**src/rtl/slow_fil.sv**
```systemverilog
// slow_fil: resource-lean FIR filter with one shared signed multiplier.
// Each accepted sample starts an NTAPS-cycle multiply-accumulate pass over the
// tap memory and a circular sample history. The pass yields one output word.
//
// state   | meaning
// --------+-----------------------------------------------------------
// S_IDLE  | waiting for i_ce; accepts a sample and starts a pass
// S_READ  | reading tap[k] / x[n-k] for k = 0..NTAPS-1, one per clock
// S_DRAIN | multiply and accumulate stages flushing; result published on exit
module slow_fil #(
   parameter int NTAPS   = 103,
   parameter int LGNTAPS = 7,
   parameter int IW      = 16,
   parameter int TW      = 16,
   parameter int OW      = IW + TW + LGNTAPS
) (
   input  logic          i_clk,
   input  logic          i_reset,
   input  logic          i_tap_wr,
   input  logic [TW-1:0] i_tap,
   input  logic          i_ce,
   input  logic [IW-1:0] i_sample,
   output logic [OW-1:0] o_result,
   output logic          o_ce
);

   localparam int PW = IW + TW;
   localparam logic [LGNTAPS-1:0] LAST_IDX = LGNTAPS'(NTAPS - 1);
   localparam logic [LGNTAPS-1:0] FULL_CNT = LGNTAPS'(NTAPS);

   typedef enum logic [1:0] {S_IDLE, S_READ, S_DRAIN} state_t;

   state_t state, state_nx;
   logic   accept;
   logic   rd_en;

   logic signed [TW-1:0] tap_mem  [NTAPS];
   logic signed [IW-1:0] hist_mem [NTAPS];

   logic [LGNTAPS-1:0] twidx;
   logic [LGNTAPS-1:0] dwidx;
   logic [LGNTAPS-1:0] fill;
   logic [LGNTAPS-1:0] ridx;
   logic [LGNTAPS-1:0] k;

   logic signed [TW-1:0] r_tap;
   logic signed [IW-1:0] r_x;
   logic                 rd_v, rd_last;
   logic signed [PW-1:0] prod;
   logic                 prod_v, prod_last;
   logic signed [OW-1:0] acc;
   logic                 acc_last;

   // State register.
   always_ff @(posedge i_clk or posedge i_reset) begin
      if (i_reset) state <= S_IDLE;
      else         state <= state_nx;
   end

   // Next-state logic; the pass ends once the final product has been accumulated.
   always_comb begin
      state_nx = state;
      accept   = 1'b0;
      rd_en    = 1'b0;
      unique case (state)
         S_IDLE: begin
            if (i_ce) begin
               accept   = 1'b1;
               state_nx = S_READ;
            end
         end
         S_READ: begin
            rd_en = 1'b1;
            if (k == LAST_IDX) state_nx = S_DRAIN;
         end
         S_DRAIN: begin
            if (acc_last) state_nx = S_IDLE;
         end
         default: state_nx = S_IDLE;
      endcase
   end

   // Tap and history storage; not reset, the fill count masks stale history.
   always_ff @(posedge i_clk) begin
      if (i_tap_wr) tap_mem[twidx] <= i_tap;
      if (accept)   hist_mem[dwidx] <= i_sample;
   end

   // Write pointers, fill count and the read index walking backwards in time.
   always_ff @(posedge i_clk or posedge i_reset) begin
      if (i_reset) begin
         twidx <= '0;
         dwidx <= '0;
         fill  <= '0;
         ridx  <= '0;
         k     <= '0;
      end else begin
         if (i_tap_wr) twidx <= (twidx == LAST_IDX) ? '0 : twidx + 1'b1;
         if (accept) begin
            dwidx <= (dwidx == LAST_IDX) ? '0 : dwidx + 1'b1;
            if (fill != FULL_CNT) fill <= fill + 1'b1;
            ridx  <= dwidx;
            k     <= '0;
         end else if (rd_en) begin
            k    <= k + 1'b1;
            ridx <= (ridx == '0) ? LAST_IDX : ridx - 1'b1;
         end
      end
   end

   // Read, multiply and accumulate pipeline stages.
   always_ff @(posedge i_clk or posedge i_reset) begin
      if (i_reset) begin
         r_tap     <= '0;
         r_x       <= '0;
         rd_v      <= 1'b0;
         rd_last   <= 1'b0;
         prod      <= '0;
         prod_v    <= 1'b0;
         prod_last <= 1'b0;
         acc       <= '0;
         acc_last  <= 1'b0;
      end else begin
         r_tap     <= tap_mem[k];
         r_x       <= (k < fill) ? hist_mem[ridx] : '0;
         rd_v      <= rd_en;
         rd_last   <= rd_en && (k == LAST_IDX);
         prod      <= r_tap * r_x;
         prod_v    <= rd_v;
         prod_last <= rd_last;
         if (accept)      acc <= '0;
         else if (prod_v) acc <= acc + {{(OW-PW){prod[PW-1]}}, prod};
         acc_last  <= prod_v && prod_last;
      end
   end

   // Publish the finished sum with a one-cycle strobe.
   always_ff @(posedge i_clk or posedge i_reset) begin
      if (i_reset) begin
         o_result <= '0;
         o_ce     <= 1'b0;
      end else begin
         if (acc_last) o_result <= acc;
         o_ce <= acc_last;
      end
   end

endmodule

```
**config.mk**
```make
export PLATFORM = sky130hd
export DESIGN_NAME = slow_fil
export DESIGN_NICKNAME = d
export VERILOG_FILES = /design/src/rtl/slow_fil.sv
export SDC_FILE = /design/constraint.sdc
export NUM_CORES = 2
export LEC_CHECK = 0
export BUFFER_PORTS_ARGS = -buffer_cell sky130_fd_sc_hd__buf_4
export CAP_MARGIN = 20
export CORE_MARGIN = 5
export CORE_UTILIZATION = 57
export DETAILED_ROUTE_END_ITERATION = 8
export GPL_TIMING_DRIVEN = 0
export PLACE_DENSITY = 0.86
export SETUP_SLACK_MARGIN = 0.2
export SLEW_MARGIN = 30
export SYNTH_ARGS = -nofsm -noshare
export SYNTH_HDL_FRONTEND = slang
export SYNTH_SLANG_ARGS = --single-unit
export TNS_END_PERCENT = 10
```
**constraint.sdc**
```tcl
create_clock -name i_clk -period 6.3 [get_ports i_clk]
set_clock_uncertainty 0.1 [all_clocks]
set_input_delay 0.945 -clock i_clk [delete_from_list [all_inputs] [get_ports i_clk]]
set_output_delay 0.945 -clock i_clk [all_outputs]
set_load 0.02 [all_outputs]
```
==> flow_summary.toml <==
[worst_setup_path]
crit_path_start_kind = "register"
required_ns = 6.97
timing.critical_path.arrival_ns = 6.97
critical_path.endpoint_type = "register"
critPathKind = "reg -> reg"
cp_max_fo = 10
worst-r2r-cell-count = 21

[power_and_ir_drop]
power.static_leakage_nw = 54.4
p_int_mw = 41.5
power.combinational.fraction = 0.205
share_seq_of_total_power = 0.444
fin_total_pwr_mw = 58.7
vdd.ir_drop.worst_mv = 0.347
total_power_density_per_cell_area_nw_per_um2 = 357
power_frac_clock = 0.352
net-switching-power_mw = 17.2
power_switching_share = 0.294

[routing]
post_drt_via_cell_ratio = 7.36
routed-via-count = 83239
route.detailed.drc = 61
drt.antenna.violating_nets = 0
avgRoutedWirePerCell_um = 40.7
detail_route.first_pass.iterations = 9
drt_first_iter_violations = 15690
postRouteWirelength_um = 461000

[logic_synthesis]
synthFlopType = "sky130_fd_sc_hd__edfxtp_1"
yosysUniqueCellTypes = 75
synthesis.area_per_instance_um2 = 20.5
synth_top_cell_by_area = "sky130_fd_sc_hd__edfxtp_1"
ys_top_cells_by_count = "sky130_fd_sc_hd__edfxtp_1, sky130_fd_sc_hd__mux4_2, sky130_fd_sc_hd__inv_1"
ys_seq_area_frac = 0.715
synth_top_cell_area_share = 0.683
synth_seq_cells = 3481
post_synth_instance_area_um2 = 145000
post_synth_edffs = 3296
ys.warnings.count = 0
synthMostInstantiatedCell = "sky130_fd_sc_hd__edfxtp_1"
synth.net_count = 7510
yosys-top-cells-area = "sky130_fd_sc_hd__edfxtp_1, sky130_fd_sc_hd__mux4_2, sky130_fd_sc_hd__fa_1"
synth_async_sr_flop_share = 0.0531
synthesis.instances = 7077

[clocking]
cts.reportedPaths.clkPinSlew_ns = 0.07
clock_net_sink_count = 3481
cts.path.max_buffers = 4
clock_tree.root_cell = "sky130_fd_sc_hd__clkbuf_16"
clk_latency_ns = 1.03
number_of_h_tree_levels = 5
clock_buffer_count_from_cts = 347
clock_tree_from_tritoncts = "done"

[sta]
timing_max_transition_violations_final = 0
max_slew.worst_pin.slew_ns = 1.19
layout_setup_ws_ns = -0.00177
timing.slew.headroom = 0.208
grt_setup_unrepaired = "true"
hold_viol_final = 0
max_freq_mhz = 159
hold_ws_ns = 0.191
setup_viol = 1
period_needed_ns = 6.30
timing.final.crit_share = 1.00

[global_routing]
globalRoute.totalOverflow = 0
wire_length_of_the_first_global_routing_pass_um = 645000
largest_net_degree_at_the_start_of_global_routing = 104
grt_antenna_before_repair = 37
first_global_vias = 83704
grt_usage = 0.349

[layout]
area_growth_pct = 13.4
drive_above_1_share = 0.287
nNetsFinal = 8090

[placed_design]
port-buffer-count = 75
dpl_worst_slack_ns = -0.978
detailed_place_hpwl_um = 261000
gp_congestion = 0.971

[floorplan]
die_area_um2 = 264000
coreArea_um2 = 253000
die-width_um = 514
floorplan.die.height_um = 514
start_util = 0.572
floorplan.rows = 185
io-pin-count = 76

[hold_path]
hold_path_class = "in -> reg"
min_delay_path_depth = 2

[run_status]
violations = "DRC, setup timing"
run_status = "complete, but fails checks"

[run]
maxCapViolCount = 0
[metrics by stage]
stage / area, um^2 / TNS, ns / utilization / instances
floorplan: 145000 / 0 / - / 7077
global placement: 150000 / -380.00 / 0.591 / 10518
detailed placement: 152000 / -9.31 / 0.600 / 10616
CTS: 164000 / 0 / 0.646 / 11272
global route: 164000 / -0.522 / 0.648 / 11289
finish: 164000 / -0.00177 / 0.648 / 11315
[cell usage in the layout, fill, tap and decap left out, drive strengths merged, types with 13 or more instances in the layout]
cell      count
bufinv       26
mux4        995
xnor2        52
dfrtp       185
mux2         62
inv         326
nand2b       27
nand3        41
ha          134
o21ai       117
fa          263
clkinv      135
nand2       248
o211ai       30
edfxtp     3296
a21oi       107
and2        139
diode        30
mux2i       125
nor2b        29
a21o         28
clkbuf      631
nor3         24
xor2         22
nor2        306
clkinvlp     13
buf         382
a211oi       28
[logic make-up (layout without fill, tap and decap cells)]
family / after synthesis / in the layout / synth area share
buf+inv: 672 / 1514 / 0.0193
simple gates: 876 / 876 / 0.0281
mux: 1182 / 1182 / 0.168
compound gates: 395 / 395 / 0.0172
other cells: 0 / 30 / 0
xor+xnor: 74 / 74 / 0.00447
flops: 3481 / 3481 / 0.715
fa+ha+maj: 397 / 397 / 0.0479
[layer usage]
| layer | global-route usage | part of all wire | wire (um) |
|---|---|---|---|
| met1 | 0.413 | 0.29 | 134000 |
| met2 | 0.544 | 0.47 | 215000 |
| met3 | 0.118 | 0.15 | 67900 |
| met4 | 0.243 | 0.095 | 43600 |
| met5 | 0.00511 | 0.00071 | 325 |
[sequential cells by signal, summed over array words and instances, names as in the netlist, 16 cells and up]
register and flops:
hist_mem 1648, r_tap 16, prod 32, o_result 39, r_x 16, tap_mem 1648
acc 39
[layout make-up]
type	instances	area, um^2
well taps	3366	4210
flip-flops and latches	3481	104000
plain buffers	353	2030
clock buffers	430	9270
repair buffers	231	2320
clock inverters	181	1590
inverters	319	1210
multi-input cells	2924	39900
fillers	14971	89200
diodes	30	75.1
[worst paths after layout]
check,startpoint,endpoint,slack (ns)
worst min register to register,rd_last,prod_last,0.25
min in group asynchronous,i_reset,o_result[36],0.41
worst max register to register,r_tap[3],prod[30],-0.002
max in group asynchronous,i_reset,dwidx[1],4.90
worst min-delay path,i_tap_wr,twidx[1],0.19
worst max-delay path,r_tap[3],prod[30],-0.002
[worst max-delay path, cell delays in order (launching register included)]
cell and delay (ns):
sky130_fd_sc_hd__dfrtp_2 0.49, sky130_fd_sc_hd__clkbuf_4 0.29, sky130_fd_sc_hd__nand2_1 0.10, sky130_fd_sc_hd__fa_1 0.40
sky130_fd_sc_hd__inv_1 0.10, sky130_fd_sc_hd__fa_1 0.44, sky130_fd_sc_hd__fa_1 0.62, sky130_fd_sc_hd__fa_2 0.46
sky130_fd_sc_hd__fa_1 0.48, sky130_fd_sc_hd__inv_1 0.05, sky130_fd_sc_hd__fa_1 0.49, sky130_fd_sc_hd__inv_1 0.05
sky130_fd_sc_hd__ha_2 0.19, sky130_fd_sc_hd__a21o_1 0.19, sky130_fd_sc_hd__a21o_1 0.17, sky130_fd_sc_hd__a221o_1 0.32
sky130_fd_sc_hd__a21o_1 0.21, sky130_fd_sc_hd__a221o_1 0.39, sky130_fd_sc_hd__a2bb2oi_4 0.20, sky130_fd_sc_hd__a311oi_4 0.14
sky130_fd_sc_hd__nand4_1 0.15, sky130_fd_sc_hd__o311ai_2 0.11
[power by group through the flow]
stage / clock network [mW] / registers [mW] / logic (mW)
after floorplan: 0 / 26.4 / 6.35
after detailed placement: 0 / 26.5 / 10.8
after CTS: 20.5 / 26.0 / 11.3
final: 20.7 / 26.0 / 12.0
after global placement: 0 / 26.5 / 10.1
after global routing: 21.6 / 26.0 / 11.9
[timing repair]
action	CTS	global route
pin swaps	21	24
buffers inserted	44	13
endpoints found under the hold margin	31	0
hold buffers	1	0
endpoints found under the setup margin	18	15
resized for setup	146	38
Note: power is estimated with default switching activity, not from simulation.
